[src/rtl/flash_seq_ctrl.sv]
// Flash erase/program/read sequencer with per-operation ack and completion timeouts.
// Build option FLASH_SEQ_READLOOP_EN: after the first full pass, read-verify the range forever.
module flash_seq_ctrl #(
  parameter int ADDR_W      = 12,
  parameter int BASE_ADDR   = 0,
  parameter int LAST_ADDR   = 15,
  parameter int ACK_CYC     = 16,
  parameter int TIMEOUT_CYC = 50000000
) (
  input  logic              CLK50M,
  input  logic              RST,
  input  logic              start,
  input  logic              abort,
  output logic              erase_req,
  input  logic              erasing,
  output logic              prog_req,
  input  logic              proging,
  output logic              read_req,
  input  logic              reading,
  input  logic              rd_mismatch,
  output logic [ADDR_W-1:0] sector,
  output logic [3:0]        state,
  output logic [15:0]       pass_cnt,
  output logic [15:0]       err_cnt,
  output logic [1:0]        status,
  output logic              done
);

  // state   | meaning
  // IDLE    | waiting for start
  // ERASE   | erase_req pulse
  // ERASE_W | waiting for erase engine ack and completion
  // PROG    | prog_req pulse
  // PROG_W  | waiting for program engine ack and completion
  // READ    | read_req pulse
  // READ_W  | waiting for read engine; latches rd_mismatch on completion
  // CHECK   | bump pass or error counter
  // NEXT    | advance sector or finish
  // DONE    | run complete, status holds verify result
  // FAULT   | engine timed out; frozen until abort or reset
  typedef enum logic [3:0] {
    S_IDLE    = 4'd0,
    S_ERASE   = 4'd1,
    S_ERASE_W = 4'd2,
    S_PROG    = 4'd3,
    S_PROG_W  = 4'd4,
    S_READ    = 4'd5,
    S_READ_W  = 4'd6,
    S_CHECK   = 4'd7,
    S_NEXT    = 4'd8,
    S_DONE    = 4'd9,
    S_FAULT   = 4'd10
  } state_e;

  localparam int ACK_W = $clog2(ACK_CYC + 1);
  localparam int TO_W  = $clog2(TIMEOUT_CYC + 1);
  // Timers load on the cycle after the req pulse, so the terminal count lands
  // exactly ACK_CYC / TIMEOUT_CYC cycles after req rose (needs both >= 2).
  localparam logic [ACK_W-1:0]  ACK_LOAD = ACK_W'(ACK_CYC - 2);
  localparam logic [TO_W-1:0]   TO_LOAD  = TO_W'(TIMEOUT_CYC - 2);
  localparam logic [ADDR_W-1:0] BASE_A   = ADDR_W'(BASE_ADDR);
  localparam logic [ADDR_W-1:0] LAST_A   = ADDR_W'(LAST_ADDR);

  logic              rst_meta_q;
  logic              rst_sync_q;
  state_e            state_q;
  logic [ADDR_W-1:0] sector_q;
  logic              erase_req_q;
  logic              prog_req_q;
  logic              read_req_q;
  logic [15:0]       pass_cnt_q;
  logic [15:0]       err_cnt_q;
  logic [1:0]        status_q;
  logic              done_q;
  logic              busy_seen_q;
  logic              mism_q;
  logic [ACK_W-1:0]  ack_tmr_q;
  logic [TO_W-1:0]   op_tmr_q;
`ifdef FLASH_SEQ_READLOOP_EN
  logic              loop_q;
`endif

  logic busy_sel;
  logic ack_now;
  logic op_cmpl;
  logic ack_expired;
  logic op_expired;

  // Reset asserts immediately, releases two clocks later in the CLK50M domain.
  always_ff @(posedge CLK50M or negedge RST) begin
    if (!RST) begin
      rst_meta_q <= 1'b0;
      rst_sync_q <= 1'b0;
    end else begin
      rst_meta_q <= 1'b1;
      rst_sync_q <= rst_meta_q;
    end
  end

  always_comb begin
    busy_sel = 1'b0;
    case (state_q)
      S_ERASE_W: busy_sel = erasing;
      S_PROG_W:  busy_sel = proging;
      S_READ_W:  busy_sel = reading;
      default:   busy_sel = 1'b0;
    endcase
  end

  assign ack_now     = busy_seen_q | busy_sel;
  assign op_cmpl     = busy_seen_q & ~busy_sel;
  assign ack_expired = ~ack_now & (ack_tmr_q == '0);
  assign op_expired  = (op_tmr_q == '0);

  always_ff @(posedge CLK50M or negedge rst_sync_q) begin
    if (!rst_sync_q) begin
      state_q     <= S_IDLE;
      sector_q    <= BASE_A;
      erase_req_q <= 1'b0;
      prog_req_q  <= 1'b0;
      read_req_q  <= 1'b0;
      pass_cnt_q  <= '0;
      err_cnt_q   <= '0;
      status_q    <= 2'd0;
      done_q      <= 1'b0;
      busy_seen_q <= 1'b0;
      mism_q      <= 1'b0;
      ack_tmr_q   <= '0;
      op_tmr_q    <= '0;
`ifdef FLASH_SEQ_READLOOP_EN
      loop_q      <= 1'b0;
`endif
    end else begin
      erase_req_q <= 1'b0;
      prog_req_q  <= 1'b0;
      read_req_q  <= 1'b0;
      if (ack_tmr_q != '0) ack_tmr_q <= ack_tmr_q - ACK_W'(1);
      if (op_tmr_q != '0)  op_tmr_q  <= op_tmr_q - TO_W'(1);

      if (abort) begin
        state_q  <= S_IDLE;
        sector_q <= BASE_A;
        done_q   <= 1'b0;
`ifdef FLASH_SEQ_READLOOP_EN
        loop_q   <= 1'b0;
`endif
      end else begin
        case (state_q)
          S_IDLE, S_DONE: begin
            if (start) begin
              pass_cnt_q  <= '0;
              err_cnt_q   <= '0;
              status_q    <= 2'd0;
              done_q      <= 1'b0;
              sector_q    <= BASE_A;
              state_q     <= S_ERASE;
              erase_req_q <= 1'b1;
`ifdef FLASH_SEQ_READLOOP_EN
              loop_q      <= 1'b0;
`endif
            end
          end

          S_ERASE, S_PROG, S_READ: begin
            state_q     <= (state_q == S_ERASE) ? S_ERASE_W :
                           (state_q == S_PROG)  ? S_PROG_W  : S_READ_W;
            busy_seen_q <= 1'b0;
            ack_tmr_q   <= ACK_LOAD;
            op_tmr_q    <= TO_LOAD;
          end

          S_ERASE_W, S_PROG_W, S_READ_W: begin
            if (busy_sel) busy_seen_q <= 1'b1;
            if (op_cmpl) begin
              if (state_q == S_ERASE_W) begin
                state_q    <= S_PROG;
                prog_req_q <= 1'b1;
              end else if (state_q == S_PROG_W) begin
                state_q    <= S_READ;
                read_req_q <= 1'b1;
              end else begin
                mism_q  <= rd_mismatch;
                state_q <= S_CHECK;
              end
            end else if (ack_expired) begin
              state_q  <= S_FAULT;
              status_q <= 2'd1;
            end else if (op_expired) begin
              state_q  <= S_FAULT;
              status_q <= 2'd2;
            end
          end

          S_CHECK: begin
            if (mism_q) begin
              if (err_cnt_q != 16'hFFFF) err_cnt_q <= err_cnt_q + 16'd1;
            end else begin
              if (pass_cnt_q != 16'hFFFF) pass_cnt_q <= pass_cnt_q + 16'd1;
            end
            state_q <= S_NEXT;
          end

          S_NEXT: begin
            if (sector_q < LAST_A) begin
              sector_q <= sector_q + ADDR_W'(1);
`ifdef FLASH_SEQ_READLOOP_EN
              if (loop_q) begin
                state_q    <= S_READ;
                read_req_q <= 1'b1;
              end else begin
                state_q     <= S_ERASE;
                erase_req_q <= 1'b1;
              end
`else
              state_q     <= S_ERASE;
              erase_req_q <= 1'b1;
`endif
            end else begin
`ifdef FLASH_SEQ_READLOOP_EN
              sector_q   <= BASE_A;
              loop_q     <= 1'b1;
              state_q    <= S_READ;
              read_req_q <= 1'b1;
`else
              state_q  <= S_DONE;
              done_q   <= 1'b1;
              status_q <= (err_cnt_q != 16'd0) ? 2'd3 : 2'd0;
`endif
            end
          end

          S_FAULT: state_q <= S_FAULT;

          default: state_q <= S_IDLE;
        endcase
      end
    end
  end

  assign erase_req = erase_req_q;
  assign prog_req  = prog_req_q;
  assign read_req  = read_req_q;
  assign sector    = sector_q;
  assign state     = state_q;
  assign pass_cnt  = pass_cnt_q;
  assign err_cnt   = err_cnt_q;
  assign status    = status_q;
  assign done      = done_q;

endmodule

[config.mk]
export PLATFORM = sky130hd
export DESIGN_NAME = flash_seq_ctrl
export DESIGN_NICKNAME = d
export VERILOG_FILES = /design/src/rtl/flash_seq_ctrl.sv
export SDC_FILE = /design/constraint.sdc
export NUM_CORES = 1
export LEC_CHECK = 0
export BUFFER_PORTS_ARGS = -buffer_cell sky130_fd_sc_hd__buf_2
export CAP_MARGIN = 5
export CORE_MARGIN = 2
export CORE_UTILIZATION = 63
export CTS_CLUSTER_SIZE = 25
export DETAILED_ROUTE_END_ITERATION = 8
export GPL_ROUTABILITY_DRIVEN = 0
export PLACE_DENSITY_LB_ADDON = 0.15
export SLEW_MARGIN = 20
export SYNTH_ARGS = -nofsm -noshare
export SYNTH_HDL_FRONTEND = slang
export SYNTH_SLANG_ARGS = --single-unit
[constraint.sdc]
create_clock -name CLK50M -period 7.58 [get_ports CLK50M]
set_input_delay 0.758 -clock CLK50M [delete_from_list [all_inputs] [get_ports CLK50M]]
set_output_delay 0.758 -clock CLK50M [all_outputs]
set_load 0.05 [all_outputs]
## After elaboration in Yosys (flattened, before gate mapping)

Cells that the tools add are included.

| storage, ports and cells | value |
|---|---|
| bits in writable memories | 0 |
| ROM bits | 0 |
| input bits | 8 |
| output and inout port bits | 54 |
| bits in latches | 0 |
| register bits after elaboration | 89 |
| memories kept | 0 |
| logic and storage cells | 130 |

| cells by class | value |
|---|---|
| mux-type cells | 55 |
| equality and inequality tests | 25 |
| order comparisons | 1 |
| shifts and indexed selects | 0 |
| reductions and logical operators | 21 |
| bitwise operators | 8 |
| divide/modulo/power cells | 0 |
| $add $sub $neg | 5 |
| multipliers | 0 |

Operator list:

| operator | number |
|---|---|
| 16-bit two-way mux | 5 |
| 26-bit two-way mux | 3 |
| 16-bit one-hot mux with 2 select lines | 2 |
| 12-bit two-way mux | 3 |
| 16-bit by 1-bit adder with 16-bit output, second input constant | 2 |
| 16-bit != test, second input constant | 2 |
| 26-bit logical NOT | 1 |
| 26-bit nonzero test | 1 |
| 26-bit by 1-bit subtractor with 26-bit output, second input constant | 1 |
| 4-bit two-way mux | 6 |
| 12-bit one-hot mux with 2 select lines | 1 |
| 4-bit one-hot mux with 6 select lines | 1 |
| 4-bit by 3-bit == test with 1-bit output, second input constant | 4 |
| 1-bit two-way mux | 16 |
| 2-bit two-way mux | 8 |
| 2-bit != test, second input constant | 8 |
| 16-bit nonzero test | 1 |
| 5-bit two-way mux | 3 |
| 5-bit AND reduction | 3 |
| 12-bit by 1-bit adder with 12-bit output, second input constant | 1 |
| 4-bit == test, second input constant | 3 |
| 12-bit by 4-bit < comparator with 1-bit output, second input constant | 1 |
| 3-bit != test, second input constant | 4 |
| 3-bit AND reduction | 3 |
| other kinds (20) | 32 |

## Depth between registers and ports, before layout

Gate-level depths: netlist of the first run.

| logic depth | value |
|---|---|
| depth in word-level cells | 9 |
| mapped depth | 8 |
| gate-level depth less buffers | 7 |

## Least setup slack after synthesis of the first run

Ideal clock, no wire load.

| timing path | value |
|---|---|
| path kind | flip-flop to flip-flop |
| from | reg op_tmr_q[14] |
| to | reg state_q[0], in the netlist state[0] |
| period minus slack after synthesis | 2529 ps |
| data required time | 7433 ps |
| setup time | 147 ps |
| path buffers | 3 |
| arrival | 2382 ps |
| slack | 5051 ps |
| cell stages (with the launch flop) | 9 |
| cell sequence | dfrtp_1 or4_1 buf_2 or4_1 clkbuf_2 or3_4 buf_6 a31oi_4 o22ai_1 |

| on the way | value |
|---|---|
| cells in the longest elaborated chain, start to end | 3 |

Ends and longest elaborated chain:

| what | RTL line | text |
|---|---|---|
| start: declaration | 78 | `logic [TO_W-1:0] op_tmr_q;` |
| start signal: assignment | 138 | `if (op_tmr_q != '0) op_tmr_q <= op_tmr_q - TO_W'(1);` |
| 26-bit logical NOT | 113 | `assign op_expired = (op_tmr_q == '0);` |
| 5-bit != test (no line) | - |  |
| 2-bit AND reduction (no line) | - |  |
| end signal: assignment | 165 | `state_q <= (state_q == S_ERASE) ? S_ERASE_W :` |
| end: declaration | 66 | `state_e state_q;` |

Every way passes these cells.
A chain may end at the register's enable or synchronous reset.

## Worst setup path after layout of the first run

| timing path | value |
|---|---|
| from | reg op_tmr_q[14] |
| to | reg state_q[3], in the netlist state[3] |

The elaborated chain is that of the path after synthesis.

==> results of run 1 <==
## metal layers
layer  vias to the layer above  part of all wire, %  GRT usage, %
met4                         0                  1.8          10.1
met5                         -                    0             0
met1                      2241                   45          37.0
met2                       126                   48          45.6
met3                        19                  5.1          4.31
li1                       2212                    -             -
## cell usage after synthesis (all sizes together), types with 12 or more instances
| master | count | area [sq um] |
|---|---|---|
| nand2b | 12 | 75.1 |
| or4 | 25 | 191 |
| nand2 | 57 | 214 |
| or3 | 14 | 97.6 |
| nor2 | 33 | 124 |
| inv | 19 | 71.3 |
| nor3 | 15 | 75.1 |
| nor4 | 12 | 75.1 |
| o21ai | 30 | 150 |
| o31ai | 23 | 178 |
| clkbuf | 29 | 110 |
| a21oi | 27 | 135 |
| dfrtp | 89 | 2230 |
| nand3 | 28 | 140 |
| mux2i | 14 | 140 |
## power groups by stage
| stage | Sequential [uW] | Combinational, uW | Clock, uW |
|---|---|---|---|
| 3_5_place_dp | 601 | 376 | 0 |
| 5_1_grt | 602 | 427 | 419 |
| 4_1_cts | 592 | 381 | 401 |
| 3_3_place_gp | 597 | 367 | 0 |
| 2_1_floorplan | 616 | 276 | 0 |
| 6_report | 593 | 384 | 395 |
## flip-flops by register name, indices dropped and copies added, names as in the netlist, 2 cells and up
signal,count
state,4
sector,12
op_tmr_q,26
ack_tmr_q,5
err_cnt,16
status,2
pass_cnt,16
## layout make-up
class	count	area share [%]
inverters	19	1.24
multi-input cells	428	47.7
repair buffers	64	5.77
flip-flops and latches	89	38.9
clock inverters	3	1.57
well taps	105	2.29
clock buffers	12	2.53
## how the worst max path moves through the flow
stage,cells after the start,startpoint,slack (ns),end
2_1_floorplan,0,rst_sync_q,4.92,ack_tmr_q[0]
3_3_place_gp,5,op_tmr_q[14],4.24,state[0]
3_5_place_dp,5,op_tmr_q[14],4.59,state[3]
4_1_cts,5,op_tmr_q[14],4.56,state[3]
5_1_grt,5,op_tmr_q[14],4.38,state[3]
6_report,5,op_tmr_q[14],4.56,state[3]
## metrics by stage
step	util (%)	total power (uW)	setup slack, ns
floorplan	-	892	4.92
global route	70.9	1450	4.38
global placement	67.7	964	4.24
CTS	70.7	1370	4.56
detailed placement	67.8	976	4.59
finish	70.9	1370	4.56
## cells by family after synthesis
logic type               count (synthesis)  synth area share, %
adder cells (fa/ha/maj)                  7                 1.69
AO/OA/AOI/OAI                          135                 17.9
other                                    1               0.0725
XOR/XNOR                                14                 2.37
buffers and inverters                   53                 4.21
AND/OR/NAND/NOR                        255                 27.6
multiplexers                            16                 3.14
flip-flops                              89                 43.1
## critical path, cell delays in order, from the launching register on
cell,delay (ns)
sky130_fd_sc_hd__dfrtp_1,0.42
sky130_fd_sc_hd__or4_1,0.66
sky130_fd_sc_hd__or4_1,0.78
sky130_fd_sc_hd__nor3_2,0.62
sky130_fd_sc_hd__o31ai_1,0.29
sky130_fd_sc_hd__o22ai_1,0.18
==> out/results.txt, run 1 <==
The flow ran to the end, and the final reports show no timing, DRC or antenna violations. The total count of hold-check failures in the final report was 0. Antenna diode count: 0. The post-cts hold buffer count was 0. Across every metal layer, demand over resource in global routing totals 27.6%. Of the cells placed in the final design, the portion with a size suffix greater than 1 is 16.1%.

For this block, the initial DRC count from the detailed router was 264. The number of vias after detailed routing was 4598; the gate count after technology mapping was 570. The initial core utilization is 63.9%.

The total power divided by cell area works out to 239 mW/mm^2. After detailed routing, the average wire length per cell comes to 16.4 um. The total cell area at the placement stage was 0.00549 sq mm. The worst register-to-register path ends at state[3].

After detailed routing, the number of remaining DRC violations is 0. The wire length of the first global-routing pass came out at 19700 um. The worst setup path is captured at a flip-flop.

The number of nets at the end of the flow was 626. TritonCTS built the clock tree. The internal power of the cells was 884 uW; the sequential group share of total power was 43.2%. Count of boundary I/O pins: 62.

After clock tree synthesis, the clock-pin slew on the worst setup and hold paths is 0.09 ns. Of the available clock period, the critical path in the final layout requires 39.9%. In this run the tightest slew margin relative to its limit is 42.9%. Net switching is 35.5% of the power. The number of flops mapped to enable cells by yosys works out to 0. The floorplan step defined a core boundary enclosing 0.00809 sq mm.

The count of placed standard cells including taps was 704; the total of buffers placed on input and output ports was 61. For the number of max-cap violations, the log shows 0. Startpoint type of the worst setup path: a flip-flop. The cell depth of the worst flop-to-flop path is 5. The worst register-to-register path begins at op_tmr_q[14].

The tools report the HPWL after detailed placement as 8180 um. The run gives 43.1% as the sequential area share after synthesis. The logs give 720 for the non-filler instance count after layout and 28.8% for the portion of total power attributed to the clock network. The worst setup path is of the reg -> reg kind. The total CTS buffers was 9; the number of clock sinks seen by CTS was 89.

VDD sags by at most 0.127 mV. After clock tree synthesis, the setup repair step added 0 buffers. In the final layout, the multi-input gates occupy 0.00274 sq mm. The run gives 0 as the number of gates resized after cts. For the pin with the worst max-slew slack, the measured transition is 0.857 ns. For the routed wire length, the log shows 11800 um.

The H-tree depth is 3. Setup total negative slack on the finished layout was measured at 0 ns. The number of nets handed over by synthesis was 585.

At the later pin of the worst-skew pair, clock insertion delay measures 0.37 ns. Setup repair after global routing left no endpoint under its margin. Yosys printed 0 warnings. The root buffer cell chosen for the clock tree is sky130_fd_sc_hd__clkbuf_8. The sequential cells in the finished layout cover a total of 0.00223 sq mm. STA puts the critical path data arrival time at 3.31 ns. The type of the tightest min-delay check was in -> async.

The die covers 0.00895 sq mm. Combinational cells account for 28.0% of the total power. Among all flip-flop cells after synthesis, the most frequent one is sky130_fd_sc_hd__dfrtp_1. The max-slew violation count came out at 0. For the total grt overflow, the log shows 0. The top cell types in the final layout, fill and taps aside, are 88 x sky130_fd_sc_hd__dfrtp_1, 61 x sky130_fd_sc_hd__buf_2, 57 x sky130_fd_sc_hd__nand2_1. Summed over all cells, the static leakage comes to 0.00243 uW. For the worst reg-to-reg setup slack, the log shows 4.56 ns. The clock arrives with 0.0129 ns of skew. The switching component of the power is 488 uW. Largest net degree at the start of global routing: 69. The clock passes through at most 2 buffers. For the count of endpoints failing setup in the final report, the log shows 0. The async set or reset register ratio after synthesis is 100%. Counting I/O delays and the setup requirement, the final critical path takes 3.02 ns. The initial antenna violation count is 0, and the number of nets with antenna violations after detailed routing is 0. The final-layout fill cell count was 655; the mean instance size in the synthesized netlist was 9.07 sq um. Compared with the post-synthesis result, the final layout area differs by 11.0%.

The tools report the maximum operating frequency as 0.331 GHz. The tools report the number of distinct standard cells referenced by the synthesized netlist as 71. Of all nets on the critical path, the largest fanout is 14. Before antenna repair, the detailed router went through 5 iterations.

Data on the critical path is required at its endpoint by 7.86 ns. Via count of the first global-routing pass: 4317. The die is 94.6 um wide. The die outline height is 94.6 um, and the number of vias per cell is 6.39. For the number of rows in the core area, the log shows 33.

Leaving out fill and tap cells, the most frequent cell in the layout is sky130_fd_sc_hd__dfrtp_1. The synthesized netlist occupies a cell area of 0.00517 sq mm. The final design area excluding fillers is 0.00574 sq mm. Counting flops and latches in the post-synthesis netlist gives 89.

Hold timing on the final database bottoms out at a slack of 0.155 ns.
No activity file was read; power rests on OpenSTA's default activity.
==> run 2: changes to the inputs <==
--- a/config.mk
+++ b/config.mk
@@ -8,7 +8,7 @@
 export BUFFER_PORTS_ARGS = -buffer_cell sky130_fd_sc_hd__buf_2
 export CAP_MARGIN = 5
 export CORE_MARGIN = 2
-export CORE_UTILIZATION = 63
+export CORE_UTILIZATION = 59
 export CTS_CLUSTER_SIZE = 25
 export DETAILED_ROUTE_END_ITERATION = 8
 export GPL_ROUTABILITY_DRIVEN = 0
==> constraint.sdc (replaced) <==
create_clock -name CLK50M -period 2.9 [get_ports CLK50M]
set_input_delay 0.29 -clock CLK50M [delete_from_list [all_inputs] [get_ports CLK50M]]
set_output_delay 0.29 -clock CLK50M [all_outputs]
set_load 0.05 [all_outputs]
==> run 2 against run 1 <==
  * Clock skew rose by 0.0052 ns
  * Critical path type unchanged
  * Register-to-register slack worse by 4.4 ns
  * Design area up 1.8%
  * Clock power rose by 150%
  * Critical endpoint is now op_tmr_q[5]
  * Wire length increased by 2.3%
==> out/results.txt, run 2 (synthesis results as in run 1) <==
The DRC violation count after routing is 0 (unchanged). The type of the tightest min-delay check was in -> reg. The iteration-0 DRC count of the detailed router is 309 (+17%), and the worst vdd rail ir drop is 0.278 mV (+120%).

On the critical path, the stage with the largest delay is an instance of sky130_fd_sc_hd__or4_1. The total CTS buffers came out at 9 (unchanged). op_tmr_q holds more flip-flops than any other register.

The antenna diode count is 0 (unchanged), and the number of iterations in the first detailed-routing pass is 4 (-1). The static leakage power came out at 0.00249 uW (+2.8%). The largest net degree at the start of global routing came out at 56 (-19%). The total buffers and inverters traversed by the critical path was 1 (+1). The tools report the aggregate negative setup slack as 0 ns (unchanged). The final hold slack was 0.186 ns (+0.0311 ns); the required arrival time at the worst endpoint was 3.11 ns (-4.75 ns). The run finished with clean final reports. Number of flip-flops in the largest register: 26 (unchanged). The wire length per cell came out at 16.3 um (-0.45%). The count of endpoints failing setup in the final report came out at 0 (unchanged). H-tree depth: 3 (unchanged). The library cell used most frequently in the layout, excluding fill and tap cells, is sky130_fd_sc_hd__dfrtp_1. The largest fanout on the critical path came out at 12 (-2).

The total cell area at the placement stage is 0.00561 sq mm (+2.2%), and the count of boundary I/O pins is 62 (unchanged). The initial core utilization is 60.2% (-3.7 points), and the routed wire length is 12100 um (+2.3%). The number of vias per cell was 6.32 (-0.99%). For the worst clock skew, the log shows 0.0181 ns (+0.00520 ns). The tools report the initial antenna violation count as 0 (unchanged). The library cells used most frequently in the layout, excluding fill and tap cells, are 88 x sky130_fd_sc_hd__dfrtp_1, 61 x sky130_fd_sc_hd__buf_2, 57 x sky130_fd_sc_hd__nand2_1.

Number of clock sinks seen by CTS: 89 (unchanged). The maximum operating frequency came out at 0.370 GHz (+12%). The tools report the non-filler instance count after layout as 740 (+2.8%). The run gives 34 (+3.0%) as the number of rows in the core area. Walking the worst path, the cells encountered are or4_1 > or4_1 > buf_4 > o31ai_2 > xor2_1 > nand2_1.

STA classifies the critical path endpoint as a flip-flop. The total power divided by cell area is 612 mW/mm^2 (+160%), and the count of placed standard cells including taps is 723 (+2.7%). The ratio of cells with drive above 1 in the final layout works out to 18.0% (+1.9 points). Setup repair after global routing left no endpoint under its margin. The total track usage was 25.9% (-1.7 points). The via count of the first global-routing pass was 4361 (+1.0%); the die outline height was 97.6 um (+3.2%). TritonCTS built the clock tree. The run gives 49.3% (+6.5 points) as the relative max-transition margin. The root buffer cell chosen for the clock tree is sky130_fd_sc_hd__clkbuf_8. The die area is 0.00953 sq mm (+6.5%).

The area of the core region is 0.00859 sq mm (+6.2%), and the wire length of the first global-routing pass is 20500 um (+4.0%). The run gives 8380 um (+2.5%) as the HPWL after detailed placement. Later-pin clock latency in the skew report: 0.37 ns (about the same).

The maximum cell stage delay along the critical path was 0.66 ns (-0.12 ns); the share of the clock period used by the worst path was 93.2% (+53 points). The area growth from synthesis to layout is 13.0%. The type of the worst setup path was reg -> reg. For the number of gates resized after cts, the log shows 0 (unchanged). The kind of cell with the highest combined delay on the critical path was simple AND/OR/NAND/NOR gates. Among the stages of the critical path, the cell type that occurs most often is sky130_fd_sc_hd__or4_1.

For the number of max-cap violations, the log shows 0 (unchanged). The total count of hold-check failures in the final report is 0 (unchanged). The startpoint type of the worst setup path was a flip-flop.

Total of buffers placed on input and output ports: 61 (unchanged). The number of buffers between clock root and the deepest sink came out at 2 (unchanged). The max-slew violation count is 0 (unchanged), and the worst setup slack after placement is 0.234 ns (-4.36 ns).

The number of vias after detailed routing came out at 4679 (+1.8%). Data arrival time at the worst-slack endpoint: 2.91 ns (-0.40 ns). The total setup buffers inserted after CTS is 0 (unchanged), and the chip width is 97.6 um (+3.2%).

The minimum clock period came out at 2.70 ns (-0.321 ns). The worst path setup slack after routing came out at 0.198 ns (-4.36 ns). The number of nets with antenna violations after detailed routing was 0 (unchanged); the total grt overflow was 0 (unchanged). Slew at the pin closest to its max-slew limit: 0.758 ns (-0.0996 ns). Clock-pin slew on the worst setup and hold paths: 0.09 ns (about the same). The run gives 642 (+2.6%) as the number of nets at the end of the flow. The final design area excluding fillers is 0.00584 sq mm (+1.8%).
[run 2: cell count changes in the layout (fill, tap and decap cells not counted), sizes merged]
cell	previous run	this run
clkinvlp	0	3
dlygate4sd3	0	1
clkbuf	12	10
clkinv	0	1
buf	64	79
bufinv	3	2
[run 2: worst paths after layout]
check / endpoint / slack, ns / cells after the start / start
min: mism_q / 0.19 / 2 / rd_mismatch
min reg2reg: rst_sync_q / 0.36 / 0 / rst_meta_q
max in group asynchronous: pass_cnt[12] / 1.80 / 1 / rst_sync_q
min in group asynchronous: rst_sync_q / 0.23 / 2 / RST
max reg2reg: op_tmr_q[5] / 0.20 / 6 / op_tmr_q[14]
max: op_tmr_q[5] / 0.20 / 6 / op_tmr_q[14]
[run 2: worst register-to-register path, cell delays in order, from the launching register on]
cell and delay, ns:
sky130_fd_sc_hd__dfrtp_1 0.42, sky130_fd_sc_hd__or4_1 0.66, sky130_fd_sc_hd__or4_1 0.60, sky130_fd_sc_hd__buf_4 0.21
sky130_fd_sc_hd__o31ai_2 0.41, sky130_fd_sc_hd__xor2_1 0.19, sky130_fd_sc_hd__nand2_1 0.07
[run 2: layout make-up]
cell class / instances / area [sq um]
Multi-Input combinational cell: 428 / 2730
Clock buffer: 10 / 138
Clock inverter: 6 / 91.3
Tap cell: 108 / 135
Fill cell: 702 / 2750
Sequential cell: 89 / 2230
Timing Repair Buffer: 80 / 450
Inverter: 19 / 71.3
[run 2: through the flow]
step / util (%) / total power (uW)
2_1_floorplan: - / 2330
3_3_place_gp: 65.2 / 2570
3_5_place_dp: 65.2 / 2610
4_1_cts: 68.0 / 3580
5_1_grt: 68.0 / 3780
6_report: 68.0 / 3580
[run 2: what timing repair did]
action,4_1_cts,5_1_grt
endpoints found under the hold margin,2,0
hold buffers,1,0
endpoints found under the setup margin,0,0
[run 2: where the power goes]
part	leakage (uW)	internal, uW	total [uW]	switching [uW]
clock	0.000105	510	981	471
sequential	0.00114	1360	1530	167
combinational	0.00125	391	1070	676
[run 2: routing by layer]
metal	up-vias	wire [um]	share of wire [%]	global-route usage [%]
met3	14	526	4.4	3.88
met4	0	182	1.5	9.19
met2	135	5670	47	41.0
met1	2284	5700	47	36.6
met5	-	0	0	0
li1	2246	-	-	-
==> run 3: changes to the inputs <==
--- a/config.mk
+++ b/config.mk
@@ -5,6 +5,7 @@
 export SDC_FILE = /design/constraint.sdc
 export NUM_CORES = 1
 export LEC_CHECK = 0
+export ABC_AREA = 1
 export BUFFER_PORTS_ARGS = -buffer_cell sky130_fd_sc_hd__buf_2
 export CAP_MARGIN = 5
 export CORE_MARGIN = 2
@@ -13,6 +14,7 @@
 export DETAILED_ROUTE_END_ITERATION = 8
 export GPL_ROUTABILITY_DRIVEN = 0
 export PLACE_DENSITY_LB_ADDON = 0.15
+export SKIP_CTS_REPAIR_TIMING = 1
 export SLEW_MARGIN = 20
 export SYNTH_ARGS = -nofsm -noshare
 export SYNTH_HDL_FRONTEND = slang
==> run 3 against run 2 <==
  * Critical path type unchanged
  * Synthesized cell count increased by 25%
  * Global-route usage decreased by 0.48 points
  * Hold slack improved by 0.0038 ns
  * Utilization decreased by 0.62 points
  * First-iteration DRC count decreased by 30%
  * Fmax increased by 12%
  * Sequential cell count unchanged
  * Setup slack improved by 0.28 ns
  * Via count decreased by 0.28%
==> out/results.txt, run 3 <==
The max-slew violation count was 0 (unchanged). The share of Yosys cell area claimed by the top area cell type was 42.6% (-0.43 points). The logs give 0.00962 sq mm (+0.98%) for the die area and 61.0% (+12 points) for the relative max-transition margin. The area of the core region is 0.00864 sq mm (+0.50%). The number of iterations in the first detailed-routing pass was 5 (+1); the largest fanout on the critical path was 23 (+11).

The count of endpoints failing setup in the final report came out at 0 (unchanged). The required arrival time at the worst endpoint came out at 3.21 ns (+0.10 ns). The buffer type at the clock tree root is sky130_fd_sc_hd__clkbuf_8. The run gives 0 (unchanged) as the number of nets with antenna violations after detailed routing.

The antenna diode count was 0 (unchanged); the static leakage power was 0.00294 uW (+18%). For the iteration-0 DRC count of the detailed router, the log shows 215 (-30%). Counting flops per register, the top entry is op_tmr_q. The post-synthesis cell area is 0.00523 sq mm (+1.0%), and the worst setup slack after placement is 0.501 ns (+0.267 ns). The run gives 873 (+21%) as the count of placed standard cells including taps. The DRC violation count after routing came out at 0 (unchanged). The worst hold path belongs to the class in -> reg.

The routed wire length was 11900 um (-1.5%). Of all cell types, the one taking the most synthesized area is sky130_fd_sc_hd__dfrtp_1. Wire length per cell: 13.4 um (-18%). The H-tree depth was 3 (unchanged); the number of flip-flops in the largest register was 26 (unchanged).

The largest net degree at the start of global routing is 88 (+57%). Async set or reset register ratio after synthesis: 100% (unchanged). The ratio of cells with drive above 1 in the final layout is 14.2% (-3.9 points).

Leaving out fill and tap cells, the most frequent cells in the layout are 206 x sky130_fd_sc_hd__nand2_1, 123 x sky130_fd_sc_hd__nor2_1, 88 x sky130_fd_sc_hd__dfrtp_1. In the post-synthesis netlist, the biggest area contributors are sky130_fd_sc_hd__dfrtp_1 43%, sky130_fd_sc_hd__nand2_1 15%, sky130_fd_sc_hd__nor2_1 8.8%. Initial antenna violation count: 0 (unchanged). The minimum clock period was 2.42 ns (-0.281 ns); the maximum cell stage delay along the critical path was 0.47 ns (-0.19 ns). For the number of distinct standard cells referenced by the synthesized netlist, the log shows 35 (-51%). Total count of hold-check failures in the final report: 0 (unchanged). For the number of buffers between clock root and the deepest sink, the log shows 2 (unchanged). The clock-pin slew on the worst setup and hold paths works out to 0.10 ns (about the same). By instance count, the leading cell after synthesis is sky130_fd_sc_hd__nand2_1. The tools report the total grt overflow as 0 (unchanged). Grouping stages by cell kind, the critical path spends the most delay in simple AND/OR/NAND/NOR gates. The run gives 0 ns (unchanged) as the aggregate negative setup slack.

Number of vias per cell: 5.24 (-17%). The chip width is 98.1 um (+0.49%). The startpoint type of the worst setup path is a flip-flop. For the number of rows in the core area, the log shows 34 (unchanged).

The wire length of the first global-routing pass is 20100 um (-2.0%). The number of nets at the end of the flow is 793 (+24%), and the die outline height is 98.1 um (+0.49%). The via count of the first global-routing pass was 4321 (-0.92%). Setup repair after global routing left no endpoint under its margin. The most repeated library cell on the critical path was sky130_fd_sc_hd__inv_2. For the data arrival time at the worst-slack endpoint, the log shows 2.73 ns (-0.18 ns). The number of flops mapped to enable cells by yosys came out at 0 (unchanged). The net count after synthesis is 730 (+25%). The run gives 60.5% (+0.31 points) as the initial core utilization. For the total track usage, the log shows 25.4% (-0.48 points). The most frequent standard cell in the layout excluding fill and tap cells is sky130_fd_sc_hd__nand2_1. The mean instance size in the synthesized netlist is 7.31 sq um (-19%). Relative to the synthesized area, the layout overhead comes to 11.4%. The run finished with clean final reports. The worst path setup slack after routing is 0.479 ns (+0.281 ns). The number of max-cap violations is 0 (unchanged). For the count of boundary I/O pins, the log shows 62 (unchanged). The worst vdd rail ir drop is 0.437 mV (+57%). Total of buffers placed on input and output ports: 61 (unchanged).

For the later-pin clock latency in the skew report, the log shows 0.36 ns (about the same). The standard cell with the maximum stage delay on the critical path was sky130_fd_sc_hd__dfrtp_1. For the number of vias after detailed routing, the log shows 4666 (-0.28%). The gate count after technology mapping is 715 (+25%), and the number of clock sinks seen by CTS is 89 (unchanged). For the maximum operating frequency, the log shows 0.413 GHz (+12%). The critical path goes through inv_2 > nor2_2 > inv_2 > nor2_4 > inv_2 > a21oi_4 > nand2_2 > inv_2 > nand2_1 > nand2_1. The commonest cells after synthesis are 206 x sky130_fd_sc_hd__nand2_1, 123 x sky130_fd_sc_hd__nor2_1, 89 x sky130_fd_sc_hd__dfrtp_1, 64 x sky130_fd_sc_hd__inv_1, 50 x sky130_fd_sc_hd__nand3_1.

The HPWL after detailed placement is 8640 um (+3.1%), and the worst clock skew is 0.0133 ns (-0.00483 ns). The critical path is of the reg -> reg type. The total power divided by cell area is 592 mW/mm^2 (-3.3%). The worst setup path is captured at a flip-flop. The most used flip-flop cell after synthesis is sky130_fd_sc_hd__dfrtp_1.

The share of the clock period used by the worst path is 83.5% (-9.7 points), and the total CTS buffers is 9 (unchanged). The sequential area share after synthesis was 42.6% (-0.43 points); the post-synthesis register bit count was 89 (unchanged). The total buffers and inverters traversed by the critical path is 4 (+3). The slew at the pin closest to its max-slew limit is 0.581 ns (-0.177 ns).

TritonCTS built the clock tree. The number of warning messages in the yosys log was 0 (unchanged). Non-filler instance count after layout: 891 (+20%).
[run 3: cell count changes in the layout (fill, tap and decap cells not counted), moves of 14 or more]
cell / delta
sky130_fd_sc_hd__nand3_1: +22
sky130_fd_sc_hd__xor2_1: +29
sky130_fd_sc_hd__buf_4: -15
sky130_fd_sc_hd__inv_1: +45
sky130_fd_sc_hd__a21oi_1: -16
sky130_fd_sc_hd__o31ai_1: -21
sky130_fd_sc_hd__mux2i_1: -14
sky130_fd_sc_hd__nand2_1: +149
sky130_fd_sc_hd__nor2_1: +90
sky130_fd_sc_hd__or4_1: -24
[run 3: worst min-delay path: cells and delay by family]
| kind | cells | cell delay, ns |
|---|---|---|
| buffers and inverters | 2 | 0.15 |
| AO/OA/AOI/OAI | 1 | 0.07 |
[run 3: cell families (layout without fill, tap and decap cells)]
family | count (synthesis) | count (layout) | share of synthesized area, %
compound gates | 60 | 60 | 6.85
fa+ha+maj | 7 | 7 | 1.68
simple gates | 423 | 423 | 33.5
buf+inv | 86 | 154 | 7.04
flops | 89 | 89 | 42.6
xor+xnor | 49 | 49 | 8.21
other cells | 1 | 1 | 0.0718
[run 3: stage by stage]
step | cell area (sq um) | hold slack (ns) | power, uW | utilization (%)
after floorplan | 5230 | -0.00559 | 2430 | -
after global placement | 5600 | 0.0741 | 2590 | 64.8
after detailed placement | 5600 | 0.0784 | 2630 | 64.8
after CTS | 5780 | -0.312 | 3440 | 67.0
after global routing | 5820 | 0.210 | 3660 | 67.4
final | 5820 | 0.190 | 3440 | 67.4
[run 3: path summary, 6_finish.rpt]
check | end | slack (ns) | cells past startpoint | startpoint
min in group asynchronous | rst_sync_q | 0.23 | 2 | RST
max reg2reg | err_cnt[4] | 0.48 | 10 | state[2]
max | err_cnt[4] | 0.48 | 10 | state[2]
min reg2reg | sector[0] | 0.29 | 0 | rst_sync_q
max in group asynchronous | pass_cnt[12] | 1.99 | 1 | rst_sync_q
min | mism_q | 0.19 | 3 | rd_mismatch
[run 3: final cells by class]
| type | instances | area, sq um |
|---|---|---|
| Tap cell | 108 | 135 |
| Clock buffer | 9 | 124 |
| Clock inverter | 7 | 61.3 |
| Sequential cell | 89 | 2230 |
| Timing Repair Buffer | 66 | 365 |
| Fill cell | 790 | 2820 |
| Inverter | 72 | 273 |
| Multi-Input combinational cell | 540 | 2630 |
[run 3: per-layer routing]
metal,routed length [um],vias to the layer above,track usage [%]
met1,5530,2142,36.1
met3,618,11,4.51
li1,-,2389,-
met2,5580,124,40.3
met5,0,-,0
met4,178,0,7.59
[run 3: power by group]
| group | total [uW] | leakage [uW] | internal (uW) | switching, uW |
|---|---|---|---|---|
| sequential | 1490 | 0.00114 | 1360 | 130 |
| clock | 822 | 0.0000888 | 328 | 494 |
| combinational | 1130 | 0.00171 | 317 | 811 |
